===== src/rtl/ofdm_frame_sequencer.sv =====
// Frame-level sequencer in front of guard_insert: latches per-frame config, gates the sample
// stream, counts preamble/payload segments and emits frame-end tlast. Optional stall watchdog: OFDM_SEQ_WATCHDOG_EN.
module ofdm_frame_sequencer #(
  parameter int unsigned G_PREAMBLE_LEN = 4096,
  parameter int unsigned G_NSYM_W       = 8
) (
  input  logic                aclk,
  input  logic                aresetn,
  input  logic                i_start,
  input  logic                i_abort,
  input  logic [G_NSYM_W-1:0] i_num_symbols,
  input  logic [13:0]         i_nfft,
  input  logic [11:0]         i_cp_len,
  input  logic [31:0]         i_guard_cycles,
  input  logic [31:0]         s_axis_tdata,
  input  logic                s_axis_tvalid,
  output logic                s_axis_tready,
  output logic [31:0]         m_axis_tdata,
  output logic                m_axis_tvalid,
  output logic                m_axis_tlast,
  input  logic                m_axis_tready,
  output logic [13:0]         o_nfft,
  output logic [11:0]         o_cp_len,
  output logic [31:0]         o_guard_cycles,
  output logic                o_busy,
  output logic                o_done,
  output logic                o_aborted,
`ifdef OFDM_SEQ_WATCHDOG_EN
  output logic                o_timeout,
`endif
  output logic [G_NSYM_W-1:0] o_sym_idx
);

  typedef enum logic [2:0] {
    ST_IDLE,
    ST_LOAD,
    ST_PRE,
    ST_SYM,
    ST_DONE
  } state_t;

  localparam logic [16:0] PRE_BASE = 17'(G_PREAMBLE_LEN);
  localparam logic [G_NSYM_W-1:0] SYM_ONE = G_NSYM_W'(1);

  state_t state, state_nxt;

  logic [13:0]         nfft_q;
  logic [11:0]         cp_len_q;
  logic [31:0]         guard_q;
  logic [G_NSYM_W-1:0] num_sym_q;
  logic [G_NSYM_W-1:0] sym_idx_q;
  logic [16:0]         pre_len_q;
  logic [16:0]         sym_len_q;
  logic [16:0]         beat_cnt_q;
  logic                aborted_q;

  logic        pass;
  logic        active;
  logic        beat;
  logic        seg_end;
  logic        last_seg;
  logic        at_final;
  logic        abort_req;
  logic        abort_take;
  logic        start_take;
  logic        wd_trip;
  logic [16:0] cp_add;

  // Decode of the current position within the frame.
  // NOTE: every always_comb output gets a default first so no path can infer a latch.
  always_comb begin
    pass       = 1'b0;
    active     = 1'b0;
    seg_end    = 1'b0;
    last_seg   = 1'b0;
    cp_add     = 17'd0;
    pass       = (state == ST_PRE) || (state == ST_SYM);
    active     = pass || (state == ST_LOAD);
    beat       = pass && s_axis_tvalid && m_axis_tready;
    start_take = (state == ST_IDLE) && i_start;
    abort_req  = i_abort || wd_trip;
    abort_take = active && abort_req;
    if (cp_len_q != 12'd0) cp_add = 17'(cp_len_q) + 17'd1;
    if (state == ST_PRE) begin
      seg_end  = (beat_cnt_q == pre_len_q - 17'd1);
      last_seg = (num_sym_q == '0);
    end else if (state == ST_SYM) begin
      seg_end  = (beat_cnt_q == sym_len_q - 17'd1);
      last_seg = (sym_idx_q == num_sym_q - SYM_ONE);
    end
    at_final = pass && seg_end && last_seg;
  end

  always_comb begin
    state_nxt = state;
    case (state)
      ST_IDLE: if (i_start) state_nxt = ST_LOAD;
      ST_LOAD: state_nxt = ST_PRE;
      ST_PRE: begin
        if (beat && seg_end) state_nxt = last_seg ? ST_DONE : ST_SYM;
      end
      ST_SYM: begin
        if (beat && seg_end && last_seg) state_nxt = ST_DONE;
      end
      ST_DONE: state_nxt = ST_IDLE;
      default: state_nxt = ST_IDLE;
    endcase
    if (abort_take) state_nxt = ST_IDLE;
  end

  // NOTE: sequential state uses non-blocking assignments so every register samples pre-edge values.
  always_ff @(posedge aclk or negedge aresetn) begin
    if (!aresetn) state <= ST_IDLE;
    else          state <= state_nxt;
  end

  always_ff @(posedge aclk or negedge aresetn) begin
    if (!aresetn) begin
      nfft_q     <= '0;
      cp_len_q   <= '0;
      guard_q    <= '0;
      num_sym_q  <= '0;
      sym_idx_q  <= '0;
      pre_len_q  <= '0;
      sym_len_q  <= '0;
      beat_cnt_q <= '0;
      aborted_q  <= 1'b0;
    end else begin
      aborted_q <= abort_take;
      if (start_take) begin
        nfft_q     <= i_nfft;
        cp_len_q   <= i_cp_len;
        guard_q    <= i_guard_cycles;
        num_sym_q  <= i_num_symbols;
        sym_idx_q  <= '0;
        beat_cnt_q <= '0;
      end
      if (state == ST_LOAD) begin
        pre_len_q <= PRE_BASE + cp_add;
        sym_len_q <= 17'(nfft_q) + 17'd1 + cp_add;
      end
      if (abort_take || state == ST_DONE) begin
        beat_cnt_q <= '0;
        sym_idx_q  <= '0;
      end else if (beat) begin
        if (seg_end) begin
          beat_cnt_q <= '0;
          // Preamble exit and the final symbol leave the index untouched.
          if (state == ST_SYM && !last_seg) sym_idx_q <= sym_idx_q + SYM_ONE;
        end else begin
          beat_cnt_q <= beat_cnt_q + 17'd1;
        end
      end
    end
  end

`ifdef OFDM_SEQ_WATCHDOG_EN
  logic [23:0] stall_cnt_q;
  logic        timeout_q;

  assign wd_trip   = pass && (stall_cnt_q == 24'hFF_FFFF);
  assign o_timeout = timeout_q;

  always_ff @(posedge aclk or negedge aresetn) begin
    if (!aresetn) begin
      stall_cnt_q <= '0;
      timeout_q   <= 1'b0;
    end else begin
      if (!pass || beat) stall_cnt_q <= '0;
      else               stall_cnt_q <= stall_cnt_q + 24'd1;
      if (start_take)   timeout_q <= 1'b0;
      else if (wd_trip) timeout_q <= 1'b1;
    end
  end
`else
  assign wd_trip = 1'b0;
`endif

  // Abort suppresses tlast even when it coincides with the final beat.
  assign m_axis_tdata   = pass ? s_axis_tdata : 32'd0;
  assign m_axis_tvalid  = pass && s_axis_tvalid;
  assign s_axis_tready  = pass && m_axis_tready;
  assign m_axis_tlast   = at_final && s_axis_tvalid && !abort_req;

  assign o_nfft         = nfft_q;
  assign o_cp_len       = cp_len_q;
  assign o_guard_cycles = guard_q;
  assign o_busy         = active;
  assign o_done         = (state == ST_DONE);
  assign o_aborted      = aborted_q;
  assign o_sym_idx      = sym_idx_q;

endmodule


===== config.mk =====
export PLATFORM = sky130hd
export DESIGN_NAME = ofdm_frame_sequencer
export DESIGN_NICKNAME = d
export VERILOG_FILES = /design/src/rtl/ofdm_frame_sequencer.sv
export SDC_FILE = /design/constraint.sdc
export NUM_CORES = 1
export LEC_CHECK = 0
export ABC_AREA = 1
export CAP_MARGIN = 20
export CELL_PAD_IN_SITES_DETAIL_PLACEMENT = 1
export CELL_PAD_IN_SITES_GLOBAL_PLACEMENT = 1
export CORE_UTILIZATION = 35
export DETAILED_ROUTE_END_ITERATION = 10
export PLACE_DENSITY = 0.83
export SKIP_LAST_GASP = 1
export SLEW_MARGIN = 20
export SYNTH_ARGS = -nofsm -noshare
export SYNTH_HDL_FRONTEND = slang
export SYNTH_SLANG_ARGS = --single-unit

===== constraint.sdc =====
create_clock -name aclk -period 3.1 [get_ports aclk]
set_input_delay 0.62 -clock aclk [delete_from_list [all_inputs] [get_ports aclk]]
set_output_delay 0.62 -clock aclk [all_outputs]
set_load 0.05 [all_outputs]

==> results by group <==
Worst hold path
  • Path type of the worst min-delay path: in2async

STA
  • Final setup viols: 2
  • Least-Margin Pin Slew: 817 ps
  • Final Cycle Share: 1.01
  • Clock Skews: 14.9 ps
  • Final Max Tran Viols: 0
  • Final hold vios: 0
  • Post-route setup slack: -41.1 ps
  • Setup TNS: -69.7 ps
  • Max Fclk: 318 MHz
  • Tmin final: 3140 ps
  • Rel. slew slack: 0.455
  • RSZ-0062 raised after global routing: true

Critical path
  • Critical Path Fanout Max: 2
  • Startpoint type of the worst setup path: flip-flop
  • Critical Path RT: 2480 ps
  • CP Capture Type: output port
  • Worst path arrival time: 2520 ps
  • Crit Path Category: reg2out

Logic synthesis
  • Avg Synthesized Cell Area: 6.85 sq um
  • Syn_nets: 1320
  • Fraction of registers with async set/reset: 1.00
  • Post-synth top flop: dfrtp_1
  • Register area share after synthesis: 0.379
  • Synth cell types: 44
  • Post-Syn Area: 8190 sq um
  • Post-Synthesis Cells: 1195
  • Syn. warnings: 0
  • Flops & latches, synth: 124
  • EDFF count, synth: 0

Routing
  • Detail Route Antenna Nets: 0
  • # DRC: 0
  • DRT iter0 DRCs: 428
  • DR WL/cell: 17.3 um
  • Drt first pass iters: 7
  • DR vias/cell: 4.92
  • Wirelength, routed: 30200 um
  • Via Count: 8588

Clock tree
  • Num Clock Sinks: 124
  • Root Buffer: clkbuf_16
  • Clock transition at path regs: 60 ps
  • CTS tree: yes
  • CTS buffer count: 17
  • H-tree depth: 4
  • Worst-skew pair later-pin latency: 430 ps
  • Max clock buf depth: 2

Place
  • Port-buffer cells: 207
  • Placed Area: 10600 sq um
  • Placer Congestion: 0.879
  • Hpwl dp: 22300 um

Layout
  • Register area: 3110 sq um
  • Area of the multi-input gates: 4590 sq um
  • P&R area growth vs syn: 42.0%
  • Fraction of layout cells with a size suffix above 1: 0.128
  • Fillers: 2857
  • Finished Cell Area: 11600 sq um
  • Core Util, Final: 0.510
  • Final Net Count: 1547
  • Most common cell after layout, fill and taps aside: nand2_1
  • Antenna cells: 0
  • Commonest non-fill, non-tap cells in the layout: 406 x nand2_1, 171 x clkdlybuf4s50_1, 152 x inv_1, 119 x dfrtp_1, 111 x nor2_1

Power
  • Switch Pwr: 7.01 mW
  • Comb power frac: 0.622
  • Power density over cell area: 1140 nW/um^2
  • Max IR drop VDD: 679 uV
  • Flop pwr share: 0.220
  • Clock Power Share: 0.158
  • Net Sw Frac: 0.531
  • Cell internal pwr: 6.19 mW
  • Static leakage: 5.83 nW

Floorplan
  • I/O pin count: 208
  • Core area: 22800 sq um
  • # rows: 55
  • Initial Util: 0.359
  • Die Wd: 155 um
  • Die area: 24000 sq um
  • Chip height: 155 um

Global routing
  • Pin count of the biggest net entering global routing: 85
  • Total track usage: 0.249
  • Number of global-route vias before repair: 8945
  • Initial antenna violation count: 0
  • Gr ovfl total: 0
  • First-pass GRT wire length: 46700 um

Run
  • Max-cap viol count: 0

Run status
  • Failing checks: setup timing
  • Status: finished with violations
## cell families after synthesis
group                    Yosys count  share of synthesized area
AO/OA/AOI/OAI                    116                     0.0763
XOR/XNOR                          67                     0.0717
adder cells (fa/ha/maj)           21                     0.0330
buffers and inverters            197                     0.0913
flip-flops                       124                      0.379
AND/OR/NAND/NOR                  670                      0.349
## synth_stat cells, types with 20 or more instances
master | count | area [sq um]
a21oi_1 | 24 | 120
clkbuf_1 | 26 | 97.6
dfrtp_1 | 124 | 3100
ha_1 | 20 | 250
inv_1 | 162 | 608
nand2_1 | 414 | 1550
nand3_1 | 46 | 230
nand4_1 | 26 | 163
nor2_1 | 129 | 484
o21ai_0 | 66 | 330
xnor2_1 | 21 | 184
xor2_1 | 46 | 403
## state kept, by name (all words and copies together) (netlist names), 8 cells and up
| signal | flops |
|---|---|
| pre_len_q | 14 |
| o_cp_len | 12 |
| o_guard_cycles | 32 |
| num_sym_q | 8 |
| o_sym_idx | 8 |
| sym_len_q | 15 |
| beat_cnt_q | 17 |
| o_nfft | 14 |
## worst max-delay path, cell delays in order (launching register included)
cell	delay, ps
dfrtp_1	390
inv_2	90
ha_4	210
inv_2	60
nand2_1	60
nand2_2	100
nand3_4	90
nor2_4	110
nand2_1	100
nor2_2	120
nand2_1	70
nor2_2	120
nand4_4	160
nand2_4	100
and3_4	190
buf_12	130
## worst paths after layout
path                                          from  cells past startpoint  slack, ps                  to
worst max-delay path                  sym_len_q[0]                     15        -40        m_axis_tlast
worst min-delay path                       aresetn                      1        170       sym_len_q[13]
worst max register to register         o_cp_len[4]                     20        -30       sym_len_q[10]
worst min register to register  o_guard_cycles[19]                      2        470  o_guard_cycles[19]
max in group asynchronous                  aresetn                      2       2110        sym_len_q[3]
min in group aclk               o_guard_cycles[19]                      2        470  o_guard_cycles[19]
## layer usage
layer,part of all wire,global-route usage,vias up
met5,0,0,-
met3,0.056,0.0635,41
met4,0.021,0.0674,0
met1,0.42,0.304,4156
li1,-,-,4181
met2,0.50,0.432,210
## timing repair
action,4_1_cts,5_1_grt
endpoints found under the setup margin,4,18
resized for setup,22,67
pin swaps,9,14
hold buffers,0,0
buffers inserted,6,9
## per-stage QoR
| stage | setup WS, ps | power, mW | hold WS (ps) | std cells |
|---|---|---|---|---|
| detailed placement | -38.4 | 10.5 | 461 | 1701 |
| CTS | -113 | 12.8 | 197 | 1738 |
| global placement | 182 | 10.3 | 453 | 1701 |
| global route | -302 | 14.0 | 214 | 1747 |
| floorplan | 3.87 | 7.92 | 324 | 1195 |
| finish | -41.1 | 13.2 | 171 | 1747 |
## final cells by class
| cell class | count | share of cell area |
|---|---|---|
| inverter | 166 | 0.0536 |
| multi-input combinational | 874 | 0.395 |
| clock buffer | 21 | 0.0413 |
| timing repair buffer | 239 | 0.197 |
| sequential | 124 | 0.268 |
| clock inverter | 10 | 0.0111 |
| tap | 313 | 0.0337 |
## power by group through the flow
stage	Sequential, mW	Clock (mW)	Combinational, mW
floorplan	3.95	0	3.97
global placement	2.83	0	7.45
detailed placement	2.86	0	7.64
CTS	2.85	2.11	7.88
global route	2.98	2.17	8.91
finish	2.90	2.08	8.22
(Power assumes the default switching activity.)
